[src/rtl/wb_boot_ctrl.sv]
`default_nettype none
//==============================================================================
// Module   : wb_boot_ctrl
// Brief    : Wishbone-controlled warm-boot sequencer: USB detach delay, then
//            drives the iCE40 SB_WARMBOOT BOOT/S1/S0 inputs.
// Revision : 1.0 - initial release
//==============================================================================
module wb_boot_ctrl #(
    parameter int          TIMER_WIDTH   = 24,
    parameter int          DEFAULT_DELAY = 2400000,
    parameter logic [7:0]  MAGIC         = 8'hB0
) (
    input  logic        clk,
    input  logic        rst_n,
    input  logic [1:0]  wb_addr,
    output logic [31:0] wb_rdata,
    input  logic [31:0] wb_wdata,
    input  logic        wb_we,
    input  logic        wb_cyc,
    output logic        wb_ack,
    output logic        usb_detach,
    output logic        boot,
    output logic [1:0]  boot_sel,
    output logic        busy
);

    typedef enum logic [1:0] {
        ST_IDLE   = 2'd0,
        ST_DETACH = 2'd1,
        ST_BOOT   = 2'd2
    } state_t;

    localparam logic [TIMER_WIDTH-1:0] c_default_delay = TIMER_WIDTH'(DEFAULT_DELAY);

    state_t                  r_state;
    state_t                  w_state_nxt;
    logic [TIMER_WIDTH-1:0]  r_counter;
    logic [TIMER_WIDTH-1:0]  w_counter_nxt;
    logic [TIMER_WIDTH-1:0]  r_delay;
    logic                    r_usb_detach;
    logic                    w_usb_detach_nxt;
    logic                    r_boot;
    logic                    w_boot_nxt;
    logic [1:0]              r_boot_sel;
    logic [1:0]              w_boot_sel_nxt;
    logic                    r_ack;
    logic [31:0]             r_rdata;
    logic [31:0]             w_rdata;
    logic                    w_wr;
    logic                    w_ctrl_ok;
    logic                    w_go;
    logic                    w_busy;
    logic                    w_unused;

    // Writes commit on the ack cycle so each transaction acts exactly once.
    assign w_wr      = wb_cyc & wb_we & r_ack;
    assign w_ctrl_ok = w_wr & (wb_addr == 2'd0) & (wb_wdata[15:8] == MAGIC);
    assign w_go      = wb_wdata[2];
    assign w_busy    = (r_state != ST_IDLE);
    assign w_unused  = ^{wb_wdata[31:16], wb_wdata[7:3]};

    always_comb begin
        w_rdata = '0;
        case (wb_addr)
            2'd0: begin
                w_rdata[31]    = w_busy;
                w_rdata[17:16] = r_state;
                w_rdata[1:0]   = r_boot_sel;
            end
            2'd1:    w_rdata[TIMER_WIDTH-1:0] = r_delay;
            2'd2:    w_rdata[TIMER_WIDTH-1:0] = r_counter;
            default: w_rdata = '0;
        endcase
    end

    always_comb begin
        w_state_nxt      = r_state;
        w_counter_nxt    = r_counter;
        w_usb_detach_nxt = r_usb_detach;
        w_boot_nxt       = r_boot;
        w_boot_sel_nxt   = r_boot_sel;
        case (r_state)
            ST_IDLE: begin
                if (w_ctrl_ok && w_go) begin
                    w_state_nxt      = ST_DETACH;
                    w_counter_nxt    = r_delay;
                    w_usb_detach_nxt = 1'b1;
                    w_boot_sel_nxt   = wb_wdata[1:0];
                end
            end
            ST_DETACH: begin
                // Abort takes priority over the terminal count.
                if (w_ctrl_ok && !w_go) begin
                    w_state_nxt      = ST_IDLE;
                    w_counter_nxt    = '0;
                    w_usb_detach_nxt = 1'b0;
                end else if (r_counter == '0) begin
                    w_state_nxt = ST_BOOT;
                    w_boot_nxt  = 1'b1;
                end else begin
                    w_counter_nxt = r_counter - 1'b1;
                end
            end
            ST_BOOT: begin
                w_boot_nxt       = 1'b1;
                w_usb_detach_nxt = 1'b1;
            end
            default: begin
                w_state_nxt      = ST_IDLE;
                w_counter_nxt    = '0;
                w_usb_detach_nxt = 1'b0;
                w_boot_nxt       = 1'b0;
            end
        endcase
    end

    always_ff @(posedge clk or negedge rst_n) begin
        if (!rst_n) begin
            r_state      <= ST_IDLE;
            r_counter    <= '0;
            r_usb_detach <= 1'b0;
            r_boot       <= 1'b0;
            r_boot_sel   <= 2'b00;
        end else begin
            r_state      <= w_state_nxt;
            r_counter    <= w_counter_nxt;
            r_usb_detach <= w_usb_detach_nxt;
            r_boot       <= w_boot_nxt;
            r_boot_sel   <= w_boot_sel_nxt;
        end
    end

    always_ff @(posedge clk or negedge rst_n) begin
        if (!rst_n) begin
            r_ack   <= 1'b0;
            r_rdata <= '0;
            r_delay <= c_default_delay;
        end else begin
            r_ack   <= wb_cyc & ~r_ack;
            r_rdata <= (wb_cyc & ~r_ack) ? w_rdata : 32'd0;
            if (w_wr && (wb_addr == 2'd1) && (r_state == ST_IDLE)) begin
                r_delay <= wb_wdata[TIMER_WIDTH-1:0];
            end
        end
    end

    assign wb_ack     = r_ack;
    assign wb_rdata   = r_rdata;
    assign usb_detach = r_usb_detach;
    assign boot       = r_boot;
    assign boot_sel   = r_boot_sel;
    assign busy       = w_busy;

endmodule
`default_nettype wire

[config.mk]
export PLATFORM = sky130hd
export DESIGN_NAME = wb_boot_ctrl
export DESIGN_NICKNAME = d
export VERILOG_FILES = /design/src/rtl/wb_boot_ctrl.sv
export SDC_FILE = /design/constraint.sdc
export NUM_CORES = 1
export LEC_CHECK = 0
export BUFFER_PORTS_ARGS = -buffer_cell sky130_fd_sc_hd__buf_2
export CELL_PAD_IN_SITES_DETAIL_PLACEMENT = 2
export CELL_PAD_IN_SITES_GLOBAL_PLACEMENT = 2
export CORE_MARGIN = 4
export CORE_UTILIZATION = 37
export CTS_CLUSTER_DIAMETER = 50
export DETAILED_ROUTE_END_ITERATION = 8
export GPL_ROUTABILITY_DRIVEN = 0
export GPL_TIMING_DRIVEN = 0
export PLACE_DENSITY = 0.85
export SYNTH_ARGS = -nofsm -noshare
export SYNTH_HDL_FRONTEND = slang
export SYNTH_SLANG_ARGS = --single-unit
[constraint.sdc]
create_clock -name clk -period 5.5 [get_ports clk]
set_input_delay 0.275 -clock clk [delete_from_list [all_inputs] [get_ports clk]]
set_output_delay 0.275 -clock clk [all_outputs]
set_load 0.05 [all_outputs]
==> results of run 1 <==
## how the worst max path moves through the flow
stage | from | endpoint | slack, ns | depth (start not counted)
final | r_counter[16] | r_counter[21] | 2.62 | 7
after CTS | r_counter[16] | r_counter[21] | 2.69 | 7
after detailed placement | wb_addr[0] | r_counter[6] | 2.39 | 9
after floorplan | r_counter[16] | boot | 3.23 | 7
after global routing | r_counter[3] | r_counter[21] | 2.42 | 6
after global placement | wb_addr[0] | r_counter[6] | 2.50 | 9
## state kept, by name, indices dropped and copies added (netlist names)
register,flops
boot,1
boot_sel,2
r_counter,24
r_delay,24
r_state,2
usb_detach,1
wb_ack,1
wb_rdata,25
## worst reg2reg max path: stages, from the launching register on
cell and delay (ns):
dfrtp_1 0.45, or3_1 0.38, buf_2 0.17, or4_4 0.53, nor2_2 0.34, a21o_2 0.39, buf_2 0.33, o21ai_0 0.16
## layout by cell type (no fill, tap or decap), drive strengths merged, types with 2 or more instances in the layout
master,instances
ha,8
conb,7
nand2,10
nand2b,2
dfstp,8
clkbuf,28
a222oi,4
nor3b,2
or3,3
clkinv,2
a211oi,4
o22ai,3
and3,3
buf,71
and2,3
or2,2
nor2,45
a21oi,25
nor2b,3
a22oi,34
o2bb2ai,3
a21boi,2
dfrtp,72
inv,11
nand3,8
mux2,27
nand4,3
nor3,13
nor4,4
o21ai,40
## metal layers
metal  vias to the layer above  share of wire [%]
li1                       1543                  -
met1                      1812                 43
met2                        95                 51
met3                        26                4.0
met4                         0                1.9
met5                         -                  0
## per-stage QoR
| stage | hold slack [ns] | setup slack, ns | util, % | power, W | std cells |
|---|---|---|---|---|---|
| after CTS | 0.123 | 2.69 | 44.8 | 0.00265 | 601 |
| after global placement | 0.467 | 2.50 | 42.7 | 0.00211 | 584 |
| after floorplan | -0.0206 | 3.23 | - | 0.00176 | 388 |
| after global routing | 0.125 | 2.42 | 44.8 | 0.00285 | 601 |
| final | 0.123 | 2.62 | 44.8 | 0.00268 | 601 |
| after detailed placement | 0.245 | 2.39 | 43.0 | 0.00220 | 585 |
## cell type report
type,count,area [um^2],area share [%]
Clock buffer,11,131,2.85
Multi-Input combinational cell,270,1730,37.5
Timing Repair Buffer,62,340,7.39
Clock inverter,4,47.5,1.03
Sequential cell,80,2010,43.7
Inverter,11,41.3,0.897
Tap cell,136,170,3.70
Buffer,27,134,2.91
## cell families after synthesis
logic type | after synthesis | synth area share [%]
and+or+nand+nor | 105 | 13.3
DFF | 80 | 51.7
AOI/OAI and AO/OA | 121 | 19.6
xor gates and xnor gates | 2 | 0.450
adders and majority gates | 8 | 2.57
other | 1 | 0.0963
buffers and inverters | 38 | 4.50
muxes | 27 | 7.81
## power by group through the flow
stage	Clock [W]	Combinational, W	Sequential, W
floorplan	0	0.000868	0.000890
global placement	0	0.00123	0.000876
detailed placement	0	0.00130	0.000896
CTS	0.000438	0.00133	0.000887
global route	0.000461	0.00147	0.000912
finish	0.000437	0.00135	0.000891
==> run metrics, run 1 <==
gr usage total 22.3%; WP buf/inv 2; Worst Setup End Kind flip-flop; TritonCTS clock tree done; Tmin final 2.88 ns; Clk pwr share 16.3%; delay-heaviest family, CP simple AND/OR/NAND/NOR gates; share of the synthesized area in the top cell type 46.3%; clk_lat worst skew 0.37 ns; Hold Path Origin wb_wdata[7]; Hold Path Sink r_delay[7]; status completed; Yosys reg bits 80; synth warn 0; Most Frequent Cell on Critical Path buf_2; CTS resizes 0; sw frac 48.4%; critical path type reg2reg; sw power 0.00130 W; flop-to-flop setup slack 2.62 ns; Pint 0.00138 W; # rows 37; Cell Pwr Density 581 nW/um^2; combinational share of power 50.4%; crit start category flip-flop; Fin Setup TNS 0 ns; number of synthesized flops with an enable pin 0; setup violators final 0; VDD IR max 253 uV; Max-Cap Viols 0; DP HPWL 9.59 mm; Yosys cell types 47; routed length per instance 22.3 um; Max clock buf depth 2; hold_buf cts 1; Starting Density 37.9%; area leader, netlist dfrtp_1; CORE AREA 10300 um^2; Final Cycle Share 52.3%; Routed WL 13.4 mm; Die Span Y 111 um; fin. max-slew vios 0; r2r startpoint r_counter[16]; Mapped Cells 382; FFs w/ async S/R, synth 100%; placed cell areas 4420 um^2; hold depth 2; register share of total power 33.3%; post-CTS setup buffers 0; first-pass GRT wire length 21.8 mm; post-route antenna net violation count 0; Root Buffer clkbuf_8; most frequent cell after synthesis dfrtp_1; CP Max Fanout 10; CP max-delay cell or4_4; largest net degree at the start of global routing 51; Post-synth top flop dfrtp_1; slowest cell delay on critical path 0.52 ns; Final Skew 0.0139 ns; clk sinks 80; Boundary Pins 76; gr ovfl total 0; DRC viols 0; CP arrival 3.11 ns; CTS buffer count 9; Die X 111 um; met1 Use GR 28.0%; Worst slew margin 38.4%; Slew @ Worst Pin 0.917 ns; CP required 5.73 ns; die area 12200 um^2; clock slew at reported path FFs 0.09 ns; Hold Crit Class in2reg; Max Freq 347 MHz; final instance area 4600 um^2; mapped cell area 3890 um^2; share of layout cells above drive strength 1 26.9%; leakage 2.13 nW; top cells by count, synth dfrtp_1 (72), nor2_1 (44), a22oi_1 (34), mux2_2 (26); critical-path cell list or3_1, buf_2, or4_4, nor2_2, a21o_2, buf_2, o21ai_0; met2 Use GR 39.2%; H-tree depth 3; initial antenna violation count 0; final hold violation count 0; vias in the first global route 3905; IO buf count 60; grt peak-use layer met2; TritonRoute pass-1 iters 7; Initial DRC Count 223; Vias/cell 5.78; ant diodes 0; Layout area overhead 18.3%; path depth of the worst reg2reg path 7; r2r endpoint r_counter[21]; Total Nets Final 507; register area share after synthesis 51.7%; mean post-synth cell area 10.2 um^2; Fillers 1132; met3 Track Usage GR 3.73%; routed vias 3476; top cells by area, synth dfrtp_1 (46%), mux2_2 (7.5%), a22oi_1 (6.6%); RSZ-0062 raised after global routing false
No activity file was read; power rests on OpenSTA's default activity.
==> run 2, diff against run 1 <==
--- a/config.mk
+++ b/config.mk
@@ -9,12 +9,12 @@
 export CELL_PAD_IN_SITES_DETAIL_PLACEMENT = 2
 export CELL_PAD_IN_SITES_GLOBAL_PLACEMENT = 2
 export CORE_MARGIN = 4
-export CORE_UTILIZATION = 37
+export CORE_UTILIZATION = 34
 export CTS_CLUSTER_DIAMETER = 50
 export DETAILED_ROUTE_END_ITERATION = 8
 export GPL_ROUTABILITY_DRIVEN = 0
 export GPL_TIMING_DRIVEN = 0
-export PLACE_DENSITY = 0.85
+export PLACE_DENSITY = 0.79
 export SYNTH_ARGS = -nofsm -noshare
 export SYNTH_HDL_FRONTEND = slang
 export SYNTH_SLANG_ARGS = --single-unit
==> constraint.sdc (replaced) <==
create_clock -name clk -period 2.9 [get_ports clk]
set_input_delay 0.145 -clock clk [delete_from_list [all_inputs] [get_ports clk]]
set_output_delay 0.145 -clock clk [all_outputs]
set_load 0.05 [all_outputs]
==> run 2 against run 1 <==
- worst setup slack got worse by 2.5 ns
- combinational power increased by 87%
- largest power group unchanged
- final area increased by 2.6%
- clock power increased by 140%
==> run metrics, run 2 (synthesized netlist as in run 1, its figures left out) <==
status completed; DP Worst Slack -0.169 ns; clk_lat worst skew 0.35 ns; DRC viols 0; # rows 38; Slew @ Worst Pin 0.755 ns; Clk pwr share 20.3%; CORE AREA 11000 um^2; gr usage total 21.5%; Initial DRC Count 146; Routed WL 13.2 mm; RSZ-0062 raised after global routing false; critical-path cell list or3_1, buf_2, or4_4, nor2_2, a21o_2, buf_2, o21ai_0; delay-heaviest family, CP simple AND/OR/NAND/NOR gates; TritonCTS clock tree done; Cell Pwr Density 1120 nW/um^2; Boundary Pins 76; critical path type reg2reg; initial antenna violation count 0; commonest non-fill, non-tap cell in the layout dfrtp_1; IO buf count 60; Final Skew 0.00858 ns; post-CTS setup buffers 0; Worst Setup End Kind flip-flop; hold depth 2; Post-Layout Cell Count 606; clk sinks 80; register share of total power 32.1%; combinational share of power 47.6%; fin. max-slew vios 0; commonest cells after routing, fill and taps aside dfrtp_1 (72), buf_2 (61), nor2_1 (44), a22oi_1 (34), mux2_2 (26); post-route antenna net violation count 0; sw frac 45.7%; CP arrival 2.98 ns; Largest register FFs 25; CP max-delay cell or4_4; Total Nets Final 507; sw power 0.00241 W; vias in the first global route 3822; clock slew at reported path FFs 0.06 ns; ant diodes 0; share of layout cells above drive strength 1 27.3%; Most Frequent Cell on Critical Path buf_2; Final Cycle Share 95.6%; die area 13200 um^2; Hold Path Sink r_delay[5]; routed vias 3352; largest net degree at the start of global routing 49; WP buf/inv 2; Hold Crit Class in2reg; final hold violation count 0; first-pass GRT wire length 21.6 mm; Root Buffer clkbuf_16; Starting Density 35.3%; Placed Cells 589; Max-Cap Viols 0; CTS buffer count 9; path depth of the worst reg2reg path 7; Vias/cell 5.53; DP HPWL 9.36 mm; gr ovfl total 0; Worst slew margin 49.3%; setup violators final 0; r2r startpoint r_counter[16]; Critical Path Stages 7; Pint 0.00287 W; CP Max Fanout 10; H-tree depth 3; crit start category flip-flop; Tmin final 2.77 ns; Layout area overhead 21.3%; Die Span Y 115 um; flop-to-flop setup slack 0.13 ns; PnR worst setup slack 0.127 ns; routed length per instance 21.8 um; r2r endpoint r_counter[21]; Max Freq 361 MHz; VDD IR max 452 uV; Hold Path Origin wb_wdata[5]; slowest cell delay on critical path 0.53 ns; Die X 115 um; Max clock buf depth 2; leakage 2.17 nW; CP required 3.11 ns; TritonRoute pass-1 iters 5
## run 2: cell count changes in the layout (fill, tap and decap cells not counted), sizes merged
cell and delta:
clkbuf +5, clkinv -2, bufinv -1, clkinvlp -1
## run 2: final cells by class
| class | count | area (um^2) |
|---|---|---|
| inverter | 11 | 41.3 |
| multi-input combinational | 270 | 1750 |
| clock buffer | 16 | 272 |
| buffer | 27 | 134 |
| tap | 140 | 175 |
| timing repair buffer | 62 | 340 |
| fill | 1202 | 6310 |
| sequential | 80 | 2010 |
## run 2: worst reg2reg max path, stage by stage (launching register included)
cell,delay [ns]
dfrtp_1,0.42
or3_1,0.37
buf_2,0.17
or4_4,0.53
nor2_2,0.34
a21o_2,0.36
buf_2,0.30
o21ai_0,0.15
## run 2: worst max-delay path by stage
stage | start | end | slack, ns
4_1_cts | r_counter[0] | r_counter[21] | 0.08
5_1_grt | r_counter[16] | r_counter[23] | 0.02
2_1_floorplan | r_counter[16] | boot | 0.63
3_3_place_gp | wb_addr[0] | r_counter[6] | 0.02
6_report | r_counter[16] | r_counter[21] | 0.13
3_5_place_dp | wb_addr[0] | r_counter[12] | -0.17
## run 2: what timing repair did
action | CTS | global route
endpoints found under the hold margin | 31 | 0
gates resized for setup | 0 | 4
endpoints found under the setup margin | 0 | 18
hold buffers | 1 | 0
## run 2: power groups by stage
stage,clock [W],combinational (W),sequential [W]
finish,0.00107,0.00252,0.00170
global route,0.00114,0.00278,0.00174
CTS,0.00110,0.00249,0.00169
detailed placement,0,0.00244,0.00170
global placement,0,0.00235,0.00168
floorplan,0,0.00165,0.00169
## run 2: routing by layer
layer	part of all wire (%)	routed length [um]	track usage (%)
met1	43	5740	27.5
met4	1.6	215	7.98
met2	50	6630	36.0
met3	4.6	611	4.26
met5	0	0	0
## run 2: metrics by stage
stage               instance area (um^2)  total power (W)  utilization [%]  hold WS (ns)  setup TNS, ns
floorplan                           3920          0.00333                -        -0.151              0
global placement                    4390          0.00403             39.8         0.378              0
detailed placement                  4420          0.00414             40.1         0.123          -1.60
CTS                                 4700          0.00527             42.6        0.0164              0
global route                        4720          0.00565             42.8        0.0275              0
finish                              4720          0.00529             42.8        0.0225              0
==> run 3, diff against run 2 <==
--- a/config.mk
+++ b/config.mk
@@ -5,7 +5,7 @@
 export SDC_FILE = /design/constraint.sdc
 export NUM_CORES = 1
 export LEC_CHECK = 0
-export BUFFER_PORTS_ARGS = -buffer_cell sky130_fd_sc_hd__buf_2
+export BUFFER_PORTS_ARGS = -buffer_cell sky130_fd_sc_hd__buf_4
 export CELL_PAD_IN_SITES_DETAIL_PLACEMENT = 2
 export CELL_PAD_IN_SITES_GLOBAL_PLACEMENT = 2
 export CORE_MARGIN = 4
@@ -14,6 +14,7 @@
 export DETAILED_ROUTE_END_ITERATION = 8
 export GPL_ROUTABILITY_DRIVEN = 0
 export GPL_TIMING_DRIVEN = 0
+export HOLD_SLACK_MARGIN = 0.08
 export PLACE_DENSITY = 0.79
 export SYNTH_ARGS = -nofsm -noshare
 export SYNTH_HDL_FRONTEND = slang
==> run 3 against run 2 <==
- power increased by 1.7%
- sequential share of layout area decreased by 3.0 points
- cell count increased by 3.6%
- non-clock buffer count increased by 22
- critical path depth unchanged
- utilization increased by 3.2 points
- critical path type unchanged
- critical endpoint unchanged
==> run metrics, run 3 (synthesized netlist as in run 1, its figures left out) <==
status completed; routed vias 3471; hold depth 2; TritonRoute pass-1 iters 4; commonest cells after routing, fill and taps aside dfrtp_1 (72), buf_4 (68), nor2_1 (44), a22oi_1 (34), mux2_2 (26); clock slew at reported path FFs 0.06 ns; DP Worst Slack -0.0930 ns; flop-to-flop setup slack 0.13 ns; final hold violation count 0; DP HPWL 9.37 mm; ant diodes 0; fin. max-slew vios 0; Hold Path Sink wb_ack; final instance area 5080 um^2; hold slack 0.118 ns; commonest non-fill, non-tap cell in the layout dfrtp_1; crit start category flip-flop; Largest register FFs 25; Worst Setup End Kind flip-flop; Starting Density 35.3%; Slew @ Worst Pin 1.05 ns; H-tree depth 3; placed cell areas 4540 um^2; VDD IR max 404 uV; IO buf count 60; CTS buffer count 9; Max clock buf depth 2; Die X 115 um; r2r startpoint r_counter[16]; setup violators final 0; path depth of the worst reg2reg path 7; Hold Path Origin wb_cyc; Tmin final 2.77 ns; vias in the first global route 3886; share of layout cells above drive strength 1 26.2%; clk sinks 80; post-CTS setup buffers 0; first-pass GRT wire length 22.4 mm; # rows 38; CP Max Fanout 10; die area 13200 um^2; Die Span Y 115 um; Routed WL 13.7 mm; Boundary Pins 76; CORE AREA 11000 um^2; clk_lat worst skew 0.35 ns; gr ovfl total 0; Cell Pwr Density 1060 nW/um^2; r2r endpoint r_counter[21]; Final Skew 0.00998 ns; largest net degree at the start of global routing 81; DRC viols 0; routed length per instance 21.9 um; TritonCTS clock tree done; CP arrival 2.98 ns; initial antenna violation count 0; post-route antenna net violation count 0; Total Nets Final 529; Root Buffer clkbuf_16; Total Power 0.00537 W; Max Freq 361 MHz; leakage 2.29 nW; critical path type reg2reg; Worst slew margin 29.8%; Hold Crit Class in2reg; Layout area overhead 30.5%; PnR worst setup slack 0.130 ns; Vias/cell 5.53; Final Cycle Share 95.5%; CP required 3.11 ns; gr usage total 22.2%; Max-Cap Viols 0; Initial DRC Count 155
## run 3: changes by cell type in the layout (fill, tap and decap cells not counted), sizes merged
cell         change
buf              -1
dlygate4sd3     +23
## run 3: metal layers
layer  up-vias  share of wire (%)  global-route usage, %
li1       1584                  -                      -
met1      1780                 43                   28.3
met2        90                 51                   38.5
met3        17                4.2                   3.63
met4         0                1.8                   7.28
met5         -                  0                      0
## run 3: timing repair
item                       CTS  global route
hold buffers                24             0
setup endpoints to repair    0            20
resized for setup            0             8
hold endpoints to repair    97             0
## run 3: worst max path at each step
stage                                to           from  slack (ns)  cells after the start
after floorplan                    boot  r_counter[16]        0.63                      7
after global placement     r_counter[6]     wb_addr[0]       -0.02                      9
after detailed placement  r_counter[12]     wb_addr[1]       -0.09                      9
after CTS                 r_counter[12]    wb_wdata[9]        0.09                      8
after global routing       r_counter[3]    wb_wdata[9]      -0.004                      9
final                     r_counter[21]  r_counter[16]        0.13                      7
## run 3: power breakdown
part           switching [W]  internal [W]  leakage [nW]
combinational        0.00170      0.000893          1.09
clock               0.000446      0.000629         0.131
sequential          0.000301       0.00140          1.06
## run 3: cell type report
class                           count  area (um^2)
Multi-Input combinational cell    270         1750
Tap cell                          140          175
Fill cell                        1191         5950
Buffer                             27          135
Timing Repair Buffer               84          691
Clock buffer                       16          272
Inverter                           11         41.3
Sequential cell                    80         2010
## run 3: critical path, stage by stage, from the launching register on
cell     delay [ns]
dfrtp_1        0.43
or3_1          0.39
buf_2          0.17
or4_4          0.52
nor2_2         0.31
a21o_2         0.36
buf_2          0.31
o21ai_0        0.13
## run 3: through the flow
| stage | utilization [%] | setup TNS (ns) | cells |
|---|---|---|---|
| final | 46.1 | 0 | 628 |
| after global routing | 46.1 | -0.00420 | 628 |
| after CTS | 45.8 | 0 | 628 |
| after detailed placement | 41.2 | -0.290 | 588 |
| after global placement | 41.2 | -0.0228 | 588 |
| after floorplan | - | 0 | 388 |
